$ cat src/rtl/bcp_pkg.sv
// Shared types and helpers for the BCP unit-clause sequencer.
package bcp_pkg;

  // Sequencer states; IDLE must encode as zero so reset lands there.
  typedef enum logic [2:0] {
    ST_IDLE  = 3'd0,
    ST_PICK  = 3'd1,
    ST_OFFER = 3'd2,
    ST_DONE  = 3'd3,
    ST_CONFL = 3'd4
  } state_e;

  // Widest vector the lowest-set-bit helper can scan.
  localparam int PE_MAX_W = 64;

  // Width of a variable index; never narrower than one bit.
  function automatic int idx_width(input int w);
    return (w <= 1) ? 1 : $clog2(w);
  endfunction

  // Width of a counter that must reach w inclusive.
  function automatic int cnt_width(input int w);
    return $clog2(w + 1);
  endfunction

  // Index of the lowest set bit; 0 when the vector is empty.
  function automatic int lowest_set(input logic [PE_MAX_W-1:0] v);
    int r;
    r = 0;
    for (int i = PE_MAX_W - 1; i >= 0; i--) begin
      if (v[i]) begin
        r = i;
      end
    end
    return r;
  endfunction

endpackage

$ cat src/rtl/lsb_pe.sv
// Lowest-index priority encoder: reports the smallest set bit of vec.
module lsb_pe
  import bcp_pkg::*;
#(
  parameter  int W     = 4,
  localparam int IDX_W = idx_width(W)
) (
  input  logic [W-1:0]     vec,
  output logic [IDX_W-1:0] idx,
  output logic             any
);

  logic [PE_MAX_W-1:0] vec_ext_s;

  // Zero-extend into the helper's scan width and encode; idx is 0 when empty.
  always_comb begin
    vec_ext_s          = '0;
    vec_ext_s[W-1:0]   = vec;
    idx                = IDX_W'(lowest_set(vec_ext_s));
    any                = |vec;
  end

endmodule

$ cat src/rtl/unit_prop_sched.sv
// Unit-clause sequencer: holds pending unit literals, emits them lowest
// index first over valid/ready, merges implied literals and flags
// polarity conflicts.
module unit_prop_sched
  import bcp_pkg::*;
#(
  parameter  int W     = 4,
  localparam int IDX_W = idx_width(W),
  localparam int CNT_W = cnt_width(W)
) (
  input  logic             clk,
  input  logic             rst_n,
  input  logic             start,
  input  logic [W-1:0]     load_vec,
  input  logic [W-1:0]     load_pol,
  input  logic             imp_valid,
  input  logic [W-1:0]     imp_vec,
  input  logic [W-1:0]     imp_pol,
  input  logic             abort,
  output logic             out_valid,
  output logic [IDX_W-1:0] out_idx,
  output logic             out_pol,
  input  logic             out_ready,
  output logic             busy,
  output logic             done,
  output logic             conflict,
  output logic [IDX_W-1:0] conf_idx,
  output logic [CNT_W-1:0] assign_cnt
);

  state_e           state_q, state_d;
  logic [W-1:0]     pending_q, pending_d;
  logic [W-1:0]     pol_q, pol_d;
  logic [W-1:0]     assigned_q, assigned_d;
  logic [W-1:0]     apol_q, apol_d;
  logic [IDX_W-1:0] cur_idx_q, cur_idx_d;
  logic             cur_pol_q, cur_pol_d;
  logic [CNT_W-1:0] cnt_q, cnt_d;
  logic             conflict_q, conflict_d;
  logic [IDX_W-1:0] conf_idx_q, conf_idx_d;

  logic             merge_act_s;
  logic             conf_hit_s;
  logic [W-1:0]     conf_vec_s;
  logic [W-1:0]     new_vec_s;
  logic [IDX_W-1:0] pick_idx_s;
  logic             pick_any_s;
  logic [IDX_W-1:0] conf_lo_s;
  logic             conf_any_s;

  // Next variable to emit: lowest pending index.
  lsb_pe #(.W(W)) u_pick_pe (
    .vec (pending_q),
    .idx (pick_idx_s),
    .any (pick_any_s)
  );

  // Lowest variable whose implied polarity contradicts a held literal.
  lsb_pe #(.W(W)) u_conf_pe (
    .vec (conf_vec_s),
    .idx (conf_lo_s),
    .any (conf_any_s)
  );

  // Classify the implied-literal strobe against the registered sets.
  always_comb begin
    merge_act_s = 1'b0;
    if (imp_valid && ((state_q == ST_PICK) || (state_q == ST_OFFER))) begin
      merge_act_s = 1'b1;
    end else begin
      merge_act_s = 1'b0;
    end
    // A contradiction can hit either a still-pending or an already-assigned variable.
    conf_vec_s = imp_vec & ((pending_q  & (pol_q  ^ imp_pol)) |
                            (assigned_q & (apol_q ^ imp_pol)));
    // Only unseen variables join the pending set; this also keeps the
    // variable being picked right now from being re-pended.
    new_vec_s  = imp_vec & ~pending_q & ~assigned_q;
    conf_hit_s = merge_act_s & conf_any_s;
  end

  // Next-state and register update logic.
  always_comb begin
    state_d    = state_q;
    pending_d  = pending_q;
    pol_d      = pol_q;
    assigned_d = assigned_q;
    apol_d     = apol_q;
    cur_idx_d  = cur_idx_q;
    cur_pol_d  = cur_pol_q;
    cnt_d      = cnt_q;
    conflict_d = conflict_q;
    conf_idx_d = conf_idx_q;

    if (abort) begin
      // Flush the run; the emitted count stays visible until the next start.
      state_d    = ST_IDLE;
      pending_d  = '0;
      assigned_d = '0;
      cur_idx_d  = '0;
      cur_pol_d  = 1'b0;
      conflict_d = 1'b0;
      conf_idx_d = '0;
    end else if (conf_hit_s) begin
      // A conflict freezes everything else this cycle, including a handshake.
      state_d    = ST_CONFL;
      conflict_d = 1'b1;
      conf_idx_d = conf_lo_s;
    end else begin
      if (merge_act_s) begin
        pending_d = pending_q | new_vec_s;
        pol_d     = (pol_q & ~new_vec_s) | (imp_pol & new_vec_s);
      end else begin
        pending_d = pending_q;
        pol_d     = pol_q;
      end

      case (state_q)
        ST_IDLE: begin
          if (start) begin
            pending_d  = load_vec;
            pol_d      = load_pol;
            assigned_d = '0;
            cnt_d      = '0;
            state_d    = ST_PICK;
          end else begin
            state_d    = ST_IDLE;
          end
        end
        ST_PICK: begin
          if (pick_any_s) begin
            cur_idx_d              = pick_idx_s;
            cur_pol_d              = pol_q[pick_idx_s];
            pending_d[pick_idx_s]  = 1'b0;
            assigned_d[pick_idx_s] = 1'b1;
            apol_d[pick_idx_s]     = pol_q[pick_idx_s];
            cnt_d                  = cnt_q + CNT_W'(1);
            state_d                = ST_OFFER;
          end else if (merge_act_s && (|new_vec_s)) begin
            // Fresh literals arrived while empty: the set has not drained.
            state_d = ST_PICK;
          end else begin
            state_d = ST_DONE;
          end
        end
        ST_OFFER: begin
          if (out_ready) begin
            state_d = ST_PICK;
          end else begin
            state_d = ST_OFFER;
          end
        end
        ST_DONE: begin
          state_d = ST_IDLE;
        end
        ST_CONFL: begin
          state_d = ST_CONFL;
        end
        default: begin
          state_d = ST_IDLE;
        end
      endcase
    end
  end

  // State register with synchronous active-low reset.
  always_ff @(posedge clk) begin
    if (!rst_n) begin
      state_q    <= ST_IDLE;
      pending_q  <= '0;
      pol_q      <= '0;
      assigned_q <= '0;
      apol_q     <= '0;
      cur_idx_q  <= '0;
      cur_pol_q  <= 1'b0;
      cnt_q      <= '0;
      conflict_q <= 1'b0;
      conf_idx_q <= '0;
    end else begin
      state_q    <= state_d;
      pending_q  <= pending_d;
      pol_q      <= pol_d;
      assigned_q <= assigned_d;
      apol_q     <= apol_d;
      cur_idx_q  <= cur_idx_d;
      cur_pol_q  <= cur_pol_d;
      cnt_q      <= cnt_d;
      conflict_q <= conflict_d;
      conf_idx_q <= conf_idx_d;
    end
  end

  // Outputs decode directly from registers; the offered literal reads as 0 when not valid.
  always_comb begin
    out_valid  = (state_q == ST_OFFER);
    if (state_q == ST_OFFER) begin
      out_idx = cur_idx_q;
      out_pol = cur_pol_q;
    end else begin
      out_idx = '0;
      out_pol = 1'b0;
    end
    busy       = (state_q != ST_IDLE);
    done       = (state_q == ST_DONE);
    conflict   = conflict_q;
    conf_idx   = conf_idx_q;
    assign_cnt = cnt_q;
  end

endmodule
$ cat config.mk
export PLATFORM = sky130hd
export DESIGN_NAME = unit_prop_sched
export DESIGN_NICKNAME = d
export VERILOG_FILES = /design/src/rtl/bcp_pkg.sv /design/src/rtl/lsb_pe.sv /design/src/rtl/unit_prop_sched.sv
export SDC_FILE = /design/constraint.sdc
export NUM_CORES = 1
export LEC_CHECK = 0
export BUFFER_PORTS_ARGS = -buffer_cell sky130_fd_sc_hd__buf_2
export CORE_ASPECT_RATIO = 0.7
export CORE_MARGIN = 3
export CORE_UTILIZATION = 45
export DETAILED_ROUTE_END_ITERATION = 10
export GPL_ROUTABILITY_DRIVEN = 0
export GPL_TIMING_DRIVEN = 0
export PLACE_DENSITY = 0.67
export SETUP_SLACK_MARGIN = 0.05
export SYNTH_ARGS = -nofsm -noshare
export SYNTH_HDL_FRONTEND = slang
export SYNTH_SLANG_ARGS = --single-unit
$ cat constraint.sdc
create_clock -name clk -period 2.8 [get_ports clk]
set_clock_uncertainty 0.1 [all_clocks]
set_input_delay 0.14 -clock clk [delete_from_list [all_inputs] [get_ports clk]]
set_output_delay 0.14 -clock clk [all_outputs]
set_load 0.05 [all_outputs]
* Word level (Yosys, flattened, before mapping) *
Cells that the tools add are included.
Widths: inputs -> output; s select.

word-level totals
  register bits after elaboration = 28
  bits of input ports = 22
  output and inout bits = 12
  word-level logic and storage cells = 96

cells by class
  $add $sub $neg = 1
  magnitude comparators = 2
  eq/ne operators = 6
  mux-type cells = 37
  bitwise logic cells = 22
  reduce and logical (&&, ||, !) cells = 17

operators with widths
  operator             number
  $mux 4               10
  $and 4x4->4          8
  $mux 2               12
  $not 4->4            4
  $or 4x4->4           4
  $pmux 4 s2           2
  $pmux 3 s4           1
  $reduce_or 4->1      3
  $mux 3               3
  $reduce_and 4->1     2
  $xor 4x4->4          2
  $eq 3x2->1 const B   2
  $pmux 3 s2           1
  $mux 1               5
  $reduce_and 5->1     1
  $bwmux 4             1
  $ne 2x2->1 const B   2
  $add 3x1->3 const B  1
  $eq 3x1->1 const B   1
  $eq 3x3->1 const B   1
  $logic_and 1x1->1    3
  $logic_not 3->1      1
  $lt 2x3->1 const B   1
  $not 1->1            3
  11 further kinds     11

* Depth between registers and ports, before layout *
Gate-level depths: netlist of run 1.

  word-level depth = 12
  mapped depth = 8
  gate-level depth less buffers = 5

* Cells and area by module *
Synthesis of run 1 repeated with hierarchy kept, for this count alone.

unflattened totals
  cells, all modules = 215
  area, all modules = 1752.9 µm²

modules (own cells, without submodules)
  module           times used  cells an instance  area an instance (µm²)  sequential area each (µm²)
  unit_prop_sched  1           201                1682.9                  560.5
  lsb_pe           2           7                  35.0                    0.0

* Least setup slack after synthesis of run 1 *
Ideal clock, no wire load.

  kind = reg-to-reg
  start = register pol_q[1]
  end = register pending_q[0]
  setup time = 0.117 ns
  arrival time = 1.555 ns
  data required time = 2.583 ns
  setup slack = 1.027 ns
  stages on the path, launching flop included = 7
  path buffers = 1
  clock period less this slack = 1.773 ns
  path through = dfxtp_1 xnor2_1 o22ai_1 o41ai_4 buf_6 nand2_1 a32o_1

on the way
  word-level cells in the longest chain between the ends = 6

RTL lines
  element                   RTL line                RTL
  start: declaration        unit_prop_sched.sv:33   logic [W-1:0] pol_q, pol_d;
  start signal: assignment  unit_prop_sched.sv:182  pol_q <= pol_d;
  $xor 4x4->4               unit_prop_sched.sv:74   conf_vec_s = imp_vec & ((pending_q & (pol_q ^ imp_pol)) |
  $and 4x4->4               unit_prop_sched.sv:74
  $or 4x4->4                unit_prop_sched.sv:74
  $and 4x4->4               unit_prop_sched.sv:74
  $reduce_or 4->1           lsb_pe.sv:20            any = |vec;
  $and 1x1->1               unit_prop_sched.sv:79   conf_hit_s = merge_act_s & conf_any_s;
  end signal: assignment    unit_prop_sched.sv:181  pending_q <= pending_d;
  end: declaration          unit_prop_sched.sv:32   logic [W-1:0] pending_q, pending_d;

No other way between the ends.
A chain may end at the register's enable or synchronous reset.

* Worst setup path after layout of run 1 *
  start = register pol_q[1]
  end = register cnt_q[2] (netlist: assign_cnt[2])

on the way
  word-level cells in the longest chain between the ends = 8

RTL lines
  element                            RTL line                RTL
  $xor 4x4->4                        unit_prop_sched.sv:74
  $and 4x4->4                        unit_prop_sched.sv:74
  $or 4x4->4                         unit_prop_sched.sv:74
  $and 4x4->4                        unit_prop_sched.sv:74
  $reduce_or 4->1                    lsb_pe.sv:20
  $and 1x1->1                        unit_prop_sched.sv:79
  $not 1->1 (no source line)         -
  $reduce_and 5->1 (no source line)  -
  end signal: assignment             unit_prop_sched.sv:187  cnt_q <= cnt_d;
  end: declaration                   unit_prop_sched.sv:38   logic [CNT_W-1:0] cnt_q, cnt_d;

No other way between the ends.

==> results.cfg, run 1 <==
[critical_path]
critPathBufInv = 0
cp.required_ns = 2.92
critPathTopFamily = compound AO/OA/AOI/OAI gates
critical_path_class = flip-flop to flip-flop
cp_max_fo = 6
crit_start = pol_q[1]$_SDFFE_PN0P_
worstSetupStartpointType = flip-flop
endpoint_kind = flip-flop
path_cells = xnor2_1 > o22ai_1 > o41ai_4 > nor2b_2 > a31o_2
cp_data_arrival_time_ns = 2.28
reg2regPathDepth = 5
reg2reg_to = assign_cnt[2]$_SDFFE_PN0P_
r2r_slack_ns = 0.65
r2r_start = pol_q[1]$_SDFFE_PN0P_
cp_slowest_cell = o41ai_4
cp_slowest_stage_delay_ns = 0.63

[timing]
worst_pin_slew_ns = 0.729
hold_viol_final = 0
fmax_mhz = 464
timing.final.crit_period_ns = 2.15
rsz0062_at_grt = no
slew_viol_final = 0
fin_tns_setup_ns = 0
min_period_over_period = 0.770
relSlewSlack = 0.507
setup_viol = 0

[synth]
yosys-top-cells-count = 31 x nand2_1, 28 x dfxtp_1, 27 x a21oi_1
synth_cell_types = 53
synth_most_common_cell = nand2_1
syn-instance-count = 221
synth-edff-count = 0
netlist_area_um2 = 1800
ys_warn_count = 0
synth_top_area_cell = dfxtp_1
avgSynthCellArea_um2 = 8.12
synth_fp_nets = 244
async_flop_share = 0
ys_seq_elements = 28
synth_ff_type = dfxtp_1
yosysSeqAreaShare = 0.312
synth_area_leaders = dfxtp_1 31%, a21oi_1 7.5%, nand2_1 6.5%
yosysTopAreaCellShare = 0.312

[power]
pwr-share-clk = 0.307
power.switching_uw = 225
leakagePower_uw = 0.000865
finalPower_uw = 821
ir_worst_vdd_mv = 0.228
seq_power_share = 0.505
swShare = 0.274
internal_power_uw = 596
pwr-share-comb = 0.189
power_density_nw_per_um2 = 395

[detailed_routing]
via_per_inst = 5.86
drc = 0
wirelength_um = 4920
wl_per_cell_um = 16.0
ant_nets = 0
firstDrtPassIters = 4
drtIter0Drc = 175
num_vias = 1804

[clocking]
clk_latency_ns = 0.28
cts-root-to-sink-buffers = 2
clk_pin_slew_ns = 0.10
root_buffer = clkbuf_8
cts_buffers = 3
post-cts-setup-buffers = 0
postCtsResizedCells = 0
cts_sinks = 28
hold_buffers = 0
cts_tree = built
cts_max_level = 1

[global_routing]
grt_max_degree = 16
antenna_found_initial = 0
use_met3 = 0.0428
grt_busiest_layer = met1
met2_usage = 0.304
grt_pass1_vias = 1588
grt_first_pass_wirelength_um = 8050
grt_use_met1 = 0.351
overflow = 0
grtUsageTotal = 0.219

[job]
max_cap_viol_count = 0

[finish]
multiInputGateArea_um2 = 1100
fillers = 371
drive_gt1_frac = 0.248
diodes = 0
regArea_um2 = 561
final_area_um2 = 2080
nNetsFinal = 282
final_cell_count_no_fill = 308
area_growth_syn_to_layout_pct = 15.7

[place]
dp.cells = 304
port_buffers = 33
placed_area_um2 = 2020
dp_hpwl_um = 3670

[worst_hold_path]
hp-class = input port to flip-flop
holdPathEnd = state_q[1]$_SDFF_PP0_
hold_path_depth = 3
worstHoldStart = out_ready

[floorplan]
fp.dieW_um = 81.5
die_y_um = 58.9
core.rowCount = 18
start_util = 0.489
dieArea_um2 = 4800
ios = 34
core_area_um2 = 3670

[outcome]
outcome = finished, final reports clean
==> state kept, by name (all words and copies together) (netlist names) <==
signal,flops
state_q,3
cur_idx_q,2
assigned_q,4
assign_cnt,3
cur_pol_q,1
apol_q,4
conflict,1
pol_q,4
conf_idx,2
pending_q,4
==> routing by layer <==
layer,part of all wire,vias up
li1,-,874
met5,0,-
met1,0.50,854
met4,0.0069,0
met3,0.085,4
met2,0.41,72
==> cell usage in the layout (no fill, tap or decap), types with 5 or more instances in the layout <==
cell type	count
nor2_1	9
xnor2_1	8
mux2i_1	5
o22ai_1	8
buf_2	37
clkbuf_8	6
nor3_1	5
a21oi_1	27
and3_1	5
o21ai_0	9
inv_1	5
dfxtp_1	28
nand2_1	31
nand3_1	10
nor3b_1	6
==> worst register-to-register path: stages, from the launching register on <==
cell and delay [ns]:
dfxtp_1 0.39, xnor2_1 0.13, o22ai_1 0.21, o41ai_4 0.63, nor2b_2 0.44, a31o_2 0.21
==> through the flow <==
step                utilization  worst slack [ns]  hold slack, ns
detailed placement        0.551             0.708           0.331
global placement          0.551             0.705           0.327
CTS                       0.566             0.675          0.0316
finish                    0.566             0.645          0.0382
global route              0.566             0.466          0.0612
floorplan                     -              1.03           0.222
==> area by class of cell <==
cell class	instances	share of cell area
multi-input cells	173	0.530
clock buffers	4	0.0265
inverters	5	0.00903
well taps	50	0.0301
plain buffers	15	0.0554
flip-flops and latches	28	0.270
repair buffers	33	0.0795
==> how the worst max path moves through the flow <==
stage                     depth (start not counted)                         end  slack [ns]
final                                             5  assign_cnt[2]$_SDFFE_PN0P_        0.65
after global routing                              6      cur_pol_q$_SDFFE_PP0P_        0.47
after CTS                                         5  assign_cnt[2]$_SDFFE_PN0P_        0.68
after detailed placement                          5       pol_q[1]$_SDFFE_PN0P_        0.71
after global placement                            5       pol_q[1]$_SDFFE_PN0P_        0.70
after floorplan                                   6   pending_q[0]$_SDFFE_PP0N_        1.03
==> cells by family after synthesis <==
family                   after synthesis  synth area share
buffers and inverters                 20            0.0746
multiplexers                           5            0.0279
flip-flops                            28             0.312
XOR/XNOR                               9            0.0481
AO/OA/AOI/OAI                         62             0.224
adder cells (fa/ha/maj)                1           0.00697
AND/OR/NAND/NOR                       96             0.306
==> power by group through the flow <==
stage / logic (µW) / registers (µW) / clock network [µW]
finish: 155 / 414 / 252
floorplan: 104 / 423 / 0
CTS: 153 / 414 / 261
global placement: 151 / 423 / 0
global route: 171 / 415 / 281
detailed placement: 152 / 423 / 0
Note: power is estimated with default switching activity, not from simulation.
==> run 2: changes to the inputs <==
- PLACE_DENSITY: 0.67 -> 0.7
- clock period: 2.8 -> 1.85 ns (I/O delays scaled with it)
==> run 2 against run 1 <==
Cell area increased by 20%. Sequential share of layout area down 4.0 points. Die area unchanged. Worst hold slack better by 0.0038 ns. Routed wire length grew 16%. Utilization increased by 11 points. Critical endpoint is now pending_q[0]$_SDFFE_PP0N_.
==> results.cfg, run 2 (synthesis gave the netlist of run 1 again) <==
[detailed_routing]
num_vias = 1938
wirelength_um = 5720
drc = 0
via_per_inst = 5.96
wl_per_cell_um = 17.6
firstDrtPassIters = 4
ant_nets = 0
drtIter0Drc = 178

[critical_path]
worstSetupStartpointType = flip-flop
critical_path_class = flip-flop to flip-flop
r2r_start = pol_q[3]$_SDFFE_PN0P_
cp_max_fo = 7
cp_slowest_cell = dfxtp_2
cpMostUsedCell = buf_6
cp_slowest_stage_delay_ns = 0.35
cp.required_ns = 1.93
cp_data_arrival_time_ns = 1.92
critPathTopFamily = compound AO/OA/AOI/OAI gates
r2r_slack_ns = 0.006
path_depth = 7
critPathBufInv = 2
endpoint_kind = flip-flop
reg2reg_to = pending_q[0]$_SDFFE_PP0N_
reg2regPathDepth = 7
path_cells = xnor2_2 > o22ai_4 > o41ai_4 > buf_6 > buf_6 > nand2_1 > a32o_1

[clocking]
root_buffer = clkbuf_8
clk_latency_ns = 0.28
cts_max_level = 1
cts-root-to-sink-buffers = 2
cts_buffers = 3
clk_pin_slew_ns = 0.10
cts_sinks = 28
cts_tree = built

[finish]
drive_gt1_frac = 0.455
area_growth_syn_to_layout_pct = 38.9
final_cell_mix = 33 x buf_2, 30 x nand2_1, 20 x a21oi_1
layout_commonest_cell = buf_2
final_cell_count_no_fill = 325
diodes = 0
nNetsFinal = 300

[floorplan]
ios = 34
core_area_um2 = 3670
core.rowCount = 18
fp.dieW_um = 81.5
die_y_um = 58.9
start_util = 0.489
dieArea_um2 = 4800

[worst_hold_path]
hp-class = input port to flip-flop
holdPathEnd = apol_q[3]$_SDFFE_PN0P_
hold_path_depth = 4
worstHoldStart = abort

[global_routing]
grt_max_degree = 15
grt_pass1_vias = 1808
grt_first_pass_wirelength_um = 8850
antenna_found_initial = 0
overflow = 0
grtUsageTotal = 0.242

[place]
dp_hpwl_um = 3770
port_buffers = 33
pre_cts_ws_ns = -0.272
dp.cells = 304

[job]
max_cap_viol_count = 0

[timing]
fmax_mhz = 542
min_period_over_period = 0.997
worst_pin_slew_ns = 0.513
layout_setup_ws_ns = 0.00618
setup_viol = 0
hold_viol_final = 0
fin_tns_setup_ns = 0
rsz0062_at_grt = yes
timing.final.crit_period_ns = 1.84
slew_viol_final = 0
relSlewSlack = 0.657

[power]
leakagePower_uw = 0.00105
power_density_nw_per_um2 = 520
ir_worst_vdd_mv = 0.385

[outcome]
outcome = finished, final reports clean
==> run 2: changes by cell type in the layout (fill, tap and decap cells not counted), sizes merged <==
cell / change
buf: +17
dlygate4sd3: +1
clkbuf: -1
==> run 2: per-stage QoR <==
step | hold WS, ns | cell area, µm² | total power (µW) | utilization
after detailed placement | 0.283 | 2020 | 869 | 0.551
after CTS | 0.0628 | 2310 | 1250 | 0.630
after floorplan | 0.174 | 1800 | 797 | -
after global placement | 0.278 | 2020 | 867 | 0.551
after global routing | 0.0651 | 2490 | 1340 | 0.679
final | 0.0420 | 2490 | 1300 | 0.679
==> run 2: per-layer routing <==
layer,global-route usage,share of wire,up-vias
met2,0.383,0.45,91
met3,0.0367,0.095,6
met4,0.0627,0.013,0
met5,0,0,-
li1,-,-,911
met1,0.345,0.44,930
==> run 2: how the worst max path moves through the flow <==
| stage | start | slack, ns | endpoint |
|---|---|---|---|
| after global placement | pending_q[2]$_SDFFE_PP0N_ | -0.19 | cur_pol_q$_SDFFE_PP0P_ |
| after global routing | pol_q[3]$_SDFFE_PN0P_ | -0.04 | pending_q[0]$_SDFFE_PP0N_ |
| after CTS | pending_q[1]$_SDFFE_PP0N_ | 0.04 | cur_pol_q$_SDFFE_PP0P_ |
| after detailed placement | pending_q[2]$_SDFFE_PP0N_ | -0.27 | cur_pol_q$_SDFFE_PP0P_ |
| after floorplan | pol_q[1]$_SDFFE_PN0P_ | 0.08 | pending_q[0]$_SDFFE_PP0N_ |
| final | pol_q[3]$_SDFFE_PN0P_ | 0.006 | pending_q[0]$_SDFFE_PP0N_ |
==> run 2: final cells by class <==
type	count	area, µm²
Clock buffer	3	41.3
Fill cell	283	1180
Multi-Input combinational cell	173	1320
Inverter	5	18.8
Sequential cell	28	573
Timing Repair Buffer	51	324
Tap cell	50	62.6
Buffer	15	154
==> run 2: where the power goes <==
group / switching (µW) / internal (µW)
clock: 194 / 147
sequential: 15.1 / 617
combinational: 172 / 152
total: 381 / 916
==> run 2: worst reg2reg max path, cell delays in order, from the launching register on <==
cell and delay (ns):
dfxtp_2 0.35, xnor2_2 0.19, o22ai_4 0.12, o41ai_4 0.35, buf_6 0.19, buf_6 0.14, nand2_1 0.06, a32o_1 0.24
==> run 2: what timing repair did <==
action | in CTS | in global routing
hold buffers | 1 | 0
cloned | 1 | 1
setup buffers | 8 | 7
gates resized for setup | 40 | 29
endpoints found under the hold margin | 1 | 0
pin swaps | 10 | 7
endpoints found under the setup margin | 26 | 28
==> run 3: changes to the inputs <==
- SKIP_LAST_GASP: default -> 1
- clock period: 1.85 -> 1.58 ns (I/O delays scaled with it)
==> run 3 against run 2 <==
Maximum frequency fell by 0.54%. Die area did not move. Largest cell class unchanged. Clock-buffer cell count did not move. Sequential share of layout area fell by 0.46 points. Sequential cell count did not move. The flow now finishes with violations (setup timing). Routed wire length fell by 4.7%. Critical endpoint unchanged. Cell area rose by 2.7%. Global-route usage barely moved. Utilization rose by 1.8 points. Non-clock buffer count fell by 4.
==> results.cfg, run 3 (synthesis gave the netlist of run 1 again) <==
[detailed_routing]
wirelength_um = 5460
drtIter0Drc = 136
num_vias = 1908
ant_nets = 0
via_per_inst = 5.93
wl_per_cell_um = 16.9
drc = 0
firstDrtPassIters = 4

[clocking]
clk_pin_slew_ns = 0.11
cts_max_level = 1
cts_buffers = 3
cts_tree = built
clk_latency_ns = 0.29
cts_sinks = 28
cts-root-to-sink-buffers = 2
root_buffer = clkbuf_8

[critical_path]
endpoint_kind = flip-flop
path_depth = 7
cp_slowest_stage_delay_ns = 0.36
cp_slowest_cell = dfxtp_1
cp_max_fo = 10
cp.required_ns = 1.67
worstSetupStartpointType = flip-flop
critPathTopFamily = compound AO/OA/AOI/OAI gates
path_cells = xnor2_1 > o22ai_2 > o41ai_4 > buf_6 > buf_8 > nand2_1 > a32o_1
critPathBufInv = 2
critical_path_class = flip-flop to flip-flop
reg2regPathDepth = 7
cp_data_arrival_time_ns = 1.94

[timing]
fin_tns_setup_ns = -5.55
relSlewSlack = 0.677
holdWs_ns = 0.0270
layout_setup_ws_ns = -0.274
worst_pin_slew_ns = 0.484
timing.final.crit_period_ns = 1.85
min_period_over_period = 1.17
setup_viol = 26
hold_viol_final = 0
slew_viol_final = 0
rsz0062_at_grt = yes
fmax_mhz = 539

[finish]
nNetsFinal = 296
final_util = 0.698
area_growth_syn_to_layout_pct = 42.6
final_area_um2 = 2560
diodes = 0
fillers = 277
final_cell_count_no_fill = 322
drive_gt1_frac = 0.430
final_cell_mix = 29 x nand2_1, 29 x buf_2, 24 x a21oi_1

[power]
ir_worst_vdd_mv = 0.358
leakagePower_uw = 0.00105
power_density_nw_per_um2 = 665

[worst_hold_path]
hold_path_depth = 4
hp-class = input port to flip-flop

[outcome]
violations = setup timing
outcome = complete, but fails checks

[floorplan]
fp.dieW_um = 81.5
core.rowCount = 18
dieArea_um2 = 4800
ios = 34
start_util = 0.489
die_y_um = 58.9
core_area_um2 = 3670

[place]
dp_hpwl_um = 3720
port_buffers = 33
dp.cells = 304
placed_area_um2 = 2120

[global_routing]
grt_first_pass_wirelength_um = 8670
overflow = 0
antenna_found_initial = 0
grt_max_degree = 17
grt_pass1_vias = 1744
grtUsageTotal = 0.242

[job]
max_cap_viol_count = 0
## run 3: area by class of cell
class	count	area, µm²	share of cell area
Inverter	5	18.8	0.00733
Tap cell	50	62.6	0.0244
Clock inverter	1	30.0	0.0117
Sequential cell	28	577	0.225
Timing Repair Buffer	48	334	0.130
Clock buffer	3	41.3	0.0161
Buffer	14	156	0.0611
Multi-Input combinational cell	173	1340	0.524
## run 3: repair_timing
item | in CTS | in global routing
hold buffers | 1 | 0
gates resized for setup | 39 | 27
endpoints found under the hold margin | 2 | 0
pin swaps | 4 | 4
buffers inserted | 5 | 9
endpoints found under the setup margin | 32 | 33
## run 3: worst min-delay path, cell delays in order
cell and delay [ns]:
buf_2 0.10, nor2b_2 0.05, nand3_1 0.08, mux2i_1 0.07
## run 3: final timing paths
check | slack, ns | end | startpoint
max | -0.27 | pending_q[0]$_SDFFE_PP0N_ | apol_q[2]$_SDFFE_PN0P_
min | 0.03 | apol_q[1]$_SDFFE_PN0P_ | abort
max reg2reg | -0.27 | pending_q[0]$_SDFFE_PP0N_ | apol_q[2]$_SDFFE_PN0P_
min reg2reg | 0.34 | conf_idx[1]$_SDFFE_PP0P_ | conf_idx[1]$_SDFFE_PP0P_
## run 3: metrics by stage
step | setup slack [ns] | power [µW]
floorplan | -0.109 | 955
detailed placement | -0.512 | 1040
global placement | -0.522 | 1040
finish | -0.274 | 1700
CTS | -0.267 | 1670
global route | -0.385 | 1760
## run 3: where the power goes
part	internal, µW	total [µW]	switching, µW	leakage (µW)
registers	719	740	21.0	0.000231
clock network	341	595	254	0.0000357
logic	174	370	196	0.000780
## run 3: per-layer routing
metal  vias to the layer above  wire (µm)  track usage
met5                         -          0            0
met4                         0         98       0.0940
met3                         9        566       0.0734
met2                        87       2430        0.353
met1                       903       2360        0.334
li1                        909          -            -
